File: src/rtl/video_timing_gen.sv
// video_timing_gen
//   Dot / character / scanline / row counter chain for an Apple-1 style video
//   terminal. It produces the raw counter states plus the sync, blank and load
//   strobes that downstream decode gates combine to drive the shift register,
//   character ROM and cursor logic.
//
// Ports
//   i_clk           system clock
//   i_rst           synchronous reset, active-high, has priority over i_pix_en
//   i_pix_en        dot-clock enable; nothing moves while it is low
//   o_dot           dot index within the character cell
//   o_char_col      character period within the line (visible + blanking)
//   o_scan          scanline within the character row
//   o_char_row      character row, saturates at V_ROWS_VIS during vblank
//   o_hsync         horizontal sync, active-high
//   o_vsync         vertical sync, active-high, whole lines
//   o_blank         high outside the visible character area
//   o_load_char     high while dot==0 in a visible cell
//   o_line_end      high during the last dot of every line
//   o_frame_end     high during the last dot of the last line
//   o_cursor_flash  cursor blink phase
//
// Every output is a flop whose next value is decoded from the next counter
// state, so outputs always agree with the counters of the same cycle and no
// combinational path exists from i_pix_en to any output.
module video_timing_gen #(
  parameter int unsigned DOTS_PER_CHAR = 7,
  parameter int unsigned H_CHARS_VIS   = 40,
  parameter int unsigned H_CHARS_TOTAL = 65,
  parameter int unsigned HSYNC_START   = 48,
  parameter int unsigned HSYNC_LEN     = 4,
  parameter int unsigned SCANS_PER_ROW = 8,
  parameter int unsigned V_ROWS_VIS    = 24,
  parameter int unsigned V_LINES_TOTAL = 262,
  parameter int unsigned VSYNC_START   = 224,
  parameter int unsigned VSYNC_LEN     = 3,
  parameter int unsigned BLINK_FRAMES  = 32
) (
  input  logic       i_clk,
  input  logic       i_rst,
  input  logic       i_pix_en,
  output logic [2:0] o_dot,
  output logic [6:0] o_char_col,
  output logic [2:0] o_scan,
  output logic [4:0] o_char_row,
  output logic       o_hsync,
  output logic       o_vsync,
  output logic       o_blank,
  output logic       o_load_char,
  output logic       o_line_end,
  output logic       o_frame_end,
  output logic       o_cursor_flash
);

  localparam int unsigned FrameW = (BLINK_FRAMES > 2) ? $clog2(BLINK_FRAMES) : 1;

  localparam logic [2:0]        DotLast   = 3'(DOTS_PER_CHAR - 1);
  localparam logic [6:0]        ColLast   = 7'(H_CHARS_TOTAL - 1);
  localparam logic [6:0]        ColVis    = 7'(H_CHARS_VIS);
  localparam logic [6:0]        HsStart   = 7'(HSYNC_START);
  localparam logic [6:0]        HsEnd     = 7'(HSYNC_START + HSYNC_LEN);
  localparam logic [8:0]        LineLast  = 9'(V_LINES_TOTAL - 1);
  localparam logic [8:0]        LineVis   = 9'(V_ROWS_VIS * SCANS_PER_ROW);
  localparam logic [8:0]        VsStart   = 9'(VSYNC_START);
  localparam logic [8:0]        VsEnd     = 9'(VSYNC_START + VSYNC_LEN);
  localparam logic [2:0]        ScanLast  = 3'(SCANS_PER_ROW - 1);
  localparam logic [4:0]        RowMax    = 5'(V_ROWS_VIS);
  localparam logic [FrameW-1:0] FrameLast = FrameW'(BLINK_FRAMES - 1);

  // Counter state
  logic [2:0]        r_dot;
  logic [6:0]        r_col;
  logic [8:0]        r_line;
  logic [2:0]        r_scan;
  logic [4:0]        r_row;
  logic [FrameW-1:0] r_frame;
  logic              r_flash;

  // Registered decodes
  logic r_hsync, r_vsync, r_blank, r_load, r_line_end, r_frame_end;

  // Next-state values
  logic [2:0]        w_dot_d;
  logic [6:0]        w_col_d;
  logic [8:0]        w_line_d;
  logic [2:0]        w_scan_d;
  logic [4:0]        w_row_d;
  logic [FrameW-1:0] w_frame_d;
  logic              w_flash_d;
  logic              w_dot_wrap, w_col_wrap, w_line_wrap;
  logic              w_hsync_d, w_vsync_d, w_blank_d, w_load_d, w_line_end_d, w_frame_end_d;

  // Wrap conditions cascade: a line wrap implies a char wrap implies a dot wrap.
  always_comb begin
    w_dot_wrap  = (r_dot == DotLast);
    w_col_wrap  = w_dot_wrap && (r_col == ColLast);
    w_line_wrap = w_col_wrap && (r_line == LineLast);
  end

  always_comb begin
    w_dot_d   = r_dot;
    w_col_d   = r_col;
    w_line_d  = r_line;
    w_scan_d  = r_scan;
    w_row_d   = r_row;
    w_frame_d = r_frame;
    w_flash_d = r_flash;

    if (i_pix_en) begin
      w_dot_d = w_dot_wrap ? 3'd0 : r_dot + 3'd1;

      if (w_dot_wrap) begin
        w_col_d = w_col_wrap ? 7'd0 : r_col + 7'd1;
      end

      if (w_col_wrap) begin
        w_line_d = w_line_wrap ? 9'd0 : r_line + 9'd1;
        // The frame length is not a whole number of rows, so scan/row are
        // forced back to the top at frame wrap rather than left to roll over.
        if (w_line_wrap) begin
          w_scan_d = 3'd0;
          w_row_d  = 5'd0;
        end else if (r_scan == ScanLast) begin
          w_scan_d = 3'd0;
          w_row_d  = (r_row == RowMax) ? r_row : r_row + 5'd1;
        end else begin
          w_scan_d = r_scan + 3'd1;
        end
      end

      if (w_line_wrap) begin
        if (r_frame == FrameLast) begin
          w_frame_d = '0;
          w_flash_d = ~r_flash;
        end else begin
          w_frame_d = r_frame + 1'b1;
        end
      end
    end
  end

  // Decode from the next counter state so the registered strobes line up
  // with the registered counters. With i_pix_en low the inputs equal the
  // current state, so every output holds.
  always_comb begin
    w_hsync_d     = (w_col_d >= HsStart) && (w_col_d < HsEnd);
    w_vsync_d     = (w_line_d >= VsStart) && (w_line_d < VsEnd);
    w_blank_d     = (w_col_d >= ColVis) || (w_line_d >= LineVis);
    w_load_d      = !w_blank_d && (w_dot_d == 3'd0);
    w_line_end_d  = (w_dot_d == DotLast) && (w_col_d == ColLast);
    w_frame_end_d = w_line_end_d && (w_line_d == LineLast);
  end

  always_ff @(posedge i_clk) begin
    if (i_rst) begin
      r_dot       <= 3'd0;
      r_col       <= 7'd0;
      r_line      <= 9'd0;
      r_scan      <= 3'd0;
      r_row       <= 5'd0;
      r_frame     <= '0;
      r_flash     <= 1'b0;
      r_hsync     <= 1'b0;
      r_vsync     <= 1'b0;
      r_blank     <= 1'b0;
      r_load      <= 1'b1;  // position (0,0) is visible
      r_line_end  <= 1'b0;
      r_frame_end <= 1'b0;
    end else begin
      r_dot       <= w_dot_d;
      r_col       <= w_col_d;
      r_line      <= w_line_d;
      r_scan      <= w_scan_d;
      r_row       <= w_row_d;
      r_frame     <= w_frame_d;
      r_flash     <= w_flash_d;
      r_hsync     <= w_hsync_d;
      r_vsync     <= w_vsync_d;
      r_blank     <= w_blank_d;
      r_load      <= w_load_d;
      r_line_end  <= w_line_end_d;
      r_frame_end <= w_frame_end_d;
    end
  end

  assign o_dot          = r_dot;
  assign o_char_col     = r_col;
  assign o_scan         = r_scan;
  assign o_char_row     = r_row;
  assign o_hsync        = r_hsync;
  assign o_vsync        = r_vsync;
  assign o_blank        = r_blank;
  assign o_load_char    = r_load;
  assign o_line_end     = r_line_end;
  assign o_frame_end    = r_frame_end;
  assign o_cursor_flash = r_flash;

endmodule

File: config.mk
export PLATFORM = sky130hd
export DESIGN_NAME = video_timing_gen
export DESIGN_NICKNAME = d
export VERILOG_FILES = /design/src/rtl/video_timing_gen.sv
export SDC_FILE = /design/constraint.sdc
export NUM_CORES = 1
export LEC_CHECK = 0
export ABC_AREA = 1
export CORE_MARGIN = 5
export CORE_UTILIZATION = 67
export CTS_BUF_LIST = sky130_fd_sc_hd__clkbuf_16
export DETAILED_ROUTE_END_ITERATION = 10
export DONT_BUFFER_PORTS = 1
export GPL_TIMING_DRIVEN = 0
export HOLD_SLACK_MARGIN = 0.02
export PLACE_DENSITY = 0.91
export SYNTH_ARGS = -nofsm -noshare
export SYNTH_HDL_FRONTEND = slang
export SYNTH_SLANG_ARGS = --single-unit
File: constraint.sdc
create_clock -name i_clk -period 3.1 [get_ports i_clk]
set_clock_uncertainty 0.1 [all_clocks]
set_input_delay 0.775 -clock i_clk [delete_from_list [all_inputs] [get_ports i_clk]]
set_output_delay 0.775 -clock i_clk [all_outputs]
set_load 0.01 [all_outputs]
==> metrics, run 1 <==
outcome=finished, final reports clean; DP HPWL=about 3300 um; Hold Crit Endpoint=r_frame[3]; post-synthesis instance area=0.002143 mm2; Port Buf Inserts=0; final RePlAce weighted congestion=about 0.85; final setup TNS=0 ns; layout cells sized above 1=approximately 8.8%; worst vdd ir=0.3586 mV; commonest non-fill, non-tap cell in the layout=nand2_1; global route overflow=0; met2 wire length=a little over 2000 um; Worst slew margin=66.28%; die area=around 0.0044 mm2; Startpoint Class=flip-flop; Fmax=between 400 and 500 MHz; n_diodes=0; die width=roughly 67 um; CTS Buf Count=5; min-delay src=r_frame[3]; routed len/inst=~12 um; FP Rows=20; Tot GR Track Use=between 20 and 25%; final hold vios=0; length of routed met3 wiring=~290 um; synth unique cells=35; max-cap violation count=0; Critical Path RT=roughly 3.2 ns; reg2reg setup slack=~0.93 ns; CTS root buf=clkbuf_16; commonest non-fill, non-tap cells in the layout=nand2_1 (74), inv_1 (47), nor2_1 (45), dfxtp_1 (39), nand3_1 (26); Hold Crit Depth=2; # DRC=0; post-cts hold buffer count=0; PostCTS Resize Cnt=0; critical path type=flip-flop to flip-flop; ys async rst share=0%; routed vias/inst=between 5 and 6; post-CTS setup buffer count=0; EDFF count, synth=0; RSZ-0062 raised after global routing=no; Cells after Synth=312; FF-to-FF path depth=13; Seq/Total Area, Yosys=~36%; Worst-Skew Late Latency=approximately 0.28 ns; fin crit period=between 2 and 2.5 ns; antenna-violating nets left=0; placed insts=around 360; Nets=~330; Final Slew Violations=0; HP Class=flip-flop to flip-flop; Final Cycle Share=69.87%; Worst R2R Start=o_char_col[0]; Initial Utilization=between 70 and 80%; number of synthesized register bits=39; PwrDens=approximately 430 mW/mm2; CTS Buffer Depth=2; IO Pins=28; Post-Syn Nets=about 330; # clock sinks=39; CTS tree=done; first-pass iteration count of the detailed router=4; top_reg_cell synth=dfxtp_1; vias in the first global route=1833; Finished Layout Cells=roughly 360; H-tree depth=2; crit path capture type=flip-flop; Finish-stage setup viols=0; Die H=about 67 um; Syn Area/Cell=slightly below 7 um2; first-pass GRT wire length=approximately 7700 um; count of yosys warnings during synthesis=0; top layer in use=met4; DR iter-0 viols=about 100; Reg clk slew, reported paths=0.05 ns; M1 WL=~2000 um; vias=between 1.5k and 2k; initial antenna violation count=0; final WL=between 4000 and 5000 um; P&R area growth vs syn=8.581%; worst-margin pin slew=slightly above 0.5 ns; worst r2r dst=o_frame_end; pin count of the biggest net entering global routing=11; core area=roughly 0.003 mm2; CP max FO=10; CP arrival=2.28 ns; leakage power=between 1 and 1.5 nW
==> where the power goes <==
part	total [mW]	internal [mW]	switching (mW)	leakage, nW
combinational	0.0265	0.00790	0.0186	0.679
sequential	0.512	0.505	0.00640	0.315
clock	0.459	0.285	0.174	0.0669
total	0.997	0.798	0.199	1.06
==> through the flow <==
step	hold slack [ns]	area [um2]	total power, mW	utilization, %	setup slack, ns
after global placement	0.3673	2198	0.5483	72.01	0.8144
after global routing	0.4231	2327	1.043	76.23	0.7185
after CTS	0.3872	2327	1.006	76.23	0.9728
after floorplan	0.3494	2143	0.5422	-	1.053
final	0.3793	2327	0.9974	76.23	0.9341
after detailed placement	0.3783	2198	0.5488	72.01	0.8120
==> cell type report <==
class                           instances  area, um2
Tap cell                               44      55.05
Inverter                               49      183.9
Sequential cell                        39      780.7
Clock inverter                          1      3.754
Fill cell                             244      725.7
Multi-Input combinational cell        220       1152
Clock buffer                            5      125.1
Buffer                                  4      26.28
==> state kept, by name, indices dropped and copies added (netlist names), 3 cells and up <==
| register | flops |
|---|---|
| r_line | 9 |
| o_char_col | 7 |
| o_scan | 3 |
| r_frame | 5 |
| o_char_row | 5 |
| o_dot | 3 |
==> logic make-up (layout without fill, tap and decap cells) <==
group                    count (synthesis)  after routing  share of synthesized area [%]
AO/OA/AOI/OAI                           29             29                          8.173
adder cells (fa/ha/maj)                 10             10                          5.838
buffers and inverters                   53             59                          9.808
XOR/XNOR                                 2              2                         0.8174
AND/OR/NAND/NOR                        179            179                          38.94
flip-flops                              39             39                          36.43
==> cell usage after synthesis (2+ instances only) <==
cell type	instances	share of area, %
clkbuf_1	2	0.35
inv_1	46	8.1
nand2_4	2	1.1
nand2_1	74	13
inv_2	2	0.35
nand3_2	3	1.4
a21oi_1	9	2.1
o21bai_1	2	0.70
dfxtp_1	39	36
nor2_2	4	1.2
nand3_1	26	6.1
nor2_1	45	7.9
nor3_1	10	2.3
nand4_1	5	1.5
ha_1	10	5.8
o21ai_1	2	0.47
nor2_4	2	1.1
o21ai_0	12	2.8
==> critical path, stage by stage, from the launching register on <==
cell and delay, ns:
dfxtp_1 0.36, inv_1 0.13, ha_1 0.17, nand2_1 0.06
inv_1 0.08, nand3_1 0.19, nor2_4 0.23, buf_6 0.18
nand3_1 0.07, nand2_1 0.14, nand3_1 0.09, nor2_1 0.11
nand3_1 0.10, nor2_1 0.10
==> metal layers <==
metal | track usage, % | up-vias
met4 | 9.645 | 0
met5 | 0 | -
li1 | - | 994
met1 | 26.67 | 865
met2 | 38.37 | 58
met3 | 6.577 | 8
==> worst max path at each step <==
stage                        startpoint           to  depth (start not counted)
after CTS                 o_char_col[0]  o_frame_end                         13
after global routing      o_char_col[0]  o_frame_end                         13
final                     o_char_col[0]  o_frame_end                         13
after floorplan                i_pix_en  o_load_char                         11
after detailed placement       i_pix_en  o_frame_end                         10
after global placement         i_pix_en  o_frame_end                         10
No activity file was read; power rests on OpenSTA's default activity.
==> run 2: changes to the inputs <==
Settings changed: CORE_UTILIZATION 67 to 62, PLACE_DENSITY 0.91 to 0.86.
Clock period 3.1 ns to 2.26 ns, I/O delays scaled along.
==> metrics, run 2 (synthesis results as in run 1) <==
Worst R2R Start=o_char_col[0]; DP HPWL=between 3000 and 4000 um; commonest non-fill, non-tap cells in the layout=nand2_1 (74), inv_1 (47), nor2_1 (45), dfxtp_1 (39), nand3_1 (25); Final Cycle Share=93.20%; routed vias/inst=5.335; internal power=about 1.1 mW; design area=0.002350 mm2; CP max stage delay=roughly 0.35 ns; Initial Utilization=between 60% and 70%; CP max FO=10; power share of the combinational group=between 2 and 3%; cell at the slowest stage of the critical path=dfxtp_1; outcome=finished, final reports clean; final WL=4572 um; Hold Crit Depth=2; CP cell instances=inv_1 > ha_1 > nand2_1 > inv_1 > nand3_2 > nor2_4 > buf_6 > nand3_1 > nand2_1 > nand3_1 > nor2_1 > nand3_1 > nor2_1; fin crit period=roughly 2.1 ns; Reg clk slew, reported paths=~0.050 ns; P&R area growth vs syn=9.632%; core area=about 0.0033 mm2; Area after DPL=approximately 0.0022 mm2; die area=about 0.0047 mm2; n_diodes=0; clock group share of total power=approximately 47%; final RePlAce weighted congestion=roughly 0.85; min-delay src=r_frame[3]; # clock sinks=39; first-pass GRT wire length=around 7700 um; flip-flop count of the largest register after layout=9; max-cap violation count=0; # DRC=0; vias=a little under 2k; CTS tree=done; CTS Buffer Depth=2; H-tree depth=2; reg2reg setup slack=0.15 ns; CP arrival=~2.2 ns; Worst path most repeated cell=nand3_1; commonest non-fill, non-tap cell in the layout=nand2_1; IO Pins=28; Buf+Inv Stages, Crit Path=3; crit path capture type=flip-flop; final setup TNS=0 ns; Hold Crit Endpoint=r_frame[3]; FP Rows=21; PwrDens=between 500 and 600 mW/mm2; switching share of power=roughly a fifth; RSZ-0062 raised after global routing=no; Switch Pwr=around 290 uW; HP Class=flip-flop to flip-flop; Final Slew Violations=0; CTS root buf=clkbuf_16; # fillers=around 290; DR iter-0 viols=129; initial antenna violation count=0; vias in the first global route=between 1.5k and 2k; Startpoint Class=flip-flop; Worst slew margin=about 64%; CP top delay family=simple AND/OR/NAND/NOR gates; Nets=333; Worst-Skew Late Latency=about 0.28 ns; Critical Path RT=~2.4 ns; Finish-stage setup viols=0; FF-to-FF path depth=13; critical path type=flip-flop to flip-flop; global route overflow=0; Port Buf Inserts=0; layout cells sized above 1=under 10%; Tot GR Track Use=a little over a fifth; routed len/inst=12.46 um; pin count of the biggest net entering global routing=12; die width=68.80 um; worst vdd ir=around 0.41 mV; worst-margin pin slew=between 0.5 and 0.6 ns; first-pass iteration count of the detailed router=4; total power=roughly 1.4 mW; sequential share of power=between 50% and 60%; Top reg by flops=r_line; Fmax=between 400 and 500 MHz; Die H=68.80 um; leakage power=1.070 nW; worst r2r dst=o_frame_end; CTS Buf Count=5; post-cts hold buffer count=0; final hold vios=0; antenna-violating nets left=0
run 2: power groups by stage:
stage	Combinational (mW)	Sequential [mW]	Clock (mW)
final	0.0378	0.701	0.647
after global routing	0.0432	0.702	0.697
after CTS	0.0382	0.701	0.656
after detailed placement	0.0377	0.716	0
after global placement	0.0363	0.716	0
after floorplan	0.0291	0.715	0
run 2: how the worst max path moves through the flow:
stage                       start           to  slack, ns  cells after the start
floorplan                i_pix_en  o_load_char       0.42                     11
global placement    o_char_col[0]  o_frame_end       0.16                     13
detailed placement  o_char_col[0]  o_frame_end       0.11                     13
CTS                 o_char_col[0]  o_frame_end       0.09                     13
global route        o_char_col[0]  o_frame_end      0.002                     13
finish              o_char_col[0]  o_frame_end       0.15                     13
run 2: metrics by stage:
stage | setup slack, ns | instances | utilization [%] | hold WS (ns)
after global routing | 0.001865 | 367 | 70.42 | 0.4322
after floorplan | 0.4231 | 312 | - | 0.3494
after detailed placement | 0.1090 | 358 | 65.95 | 0.3820
after global placement | 0.1597 | 358 | 65.95 | 0.3687
final | 0.1537 | 367 | 70.42 | 0.3891
after CTS | 0.08972 | 366 | 70.04 | 0.3895
run 2: timing repair:
| action | in CTS | in global routing |
|---|---|---|
| resized for setup | 0 | 1 |
| hold endpoints to repair | 0 | 0 |
| endpoints found under the setup margin | 0 | 2 |
| buffers inserted | 0 | 1 |
run 2: final cells by class:
cell class	count	area, um2	share of cell area [%]
buffer	4	26.28	1.118
multi-input combinational	220	1157	49.25
clock buffer	5	125.1	5.325
inverter	49	183.9	7.827
timing repair buffer	1	7.507	0.3195
tap	46	57.56	2.449
sequential	39	780.7	33.23
clock inverter	3	11.26	0.4792
run 2: layer usage:
| metal | up-vias | global-route usage, % | routed length [um] |
|---|---|---|---|
| met4 | 0 | 8.273 | 84 |
| li1 | 999 | - | - |
| met5 | - | 0 | 0 |
| met3 | 8 | 6.321 | 264 |
| met1 | 903 | 25.15 | 2003 |
| met2 | 48 | 37.78 | 2219 |
run 2: worst min-delay path, cell delays in order, from the launching register on:
cell,delay (ns)
dfxtp_1,0.29
inv_1,0.09
a21oi_1,0.07
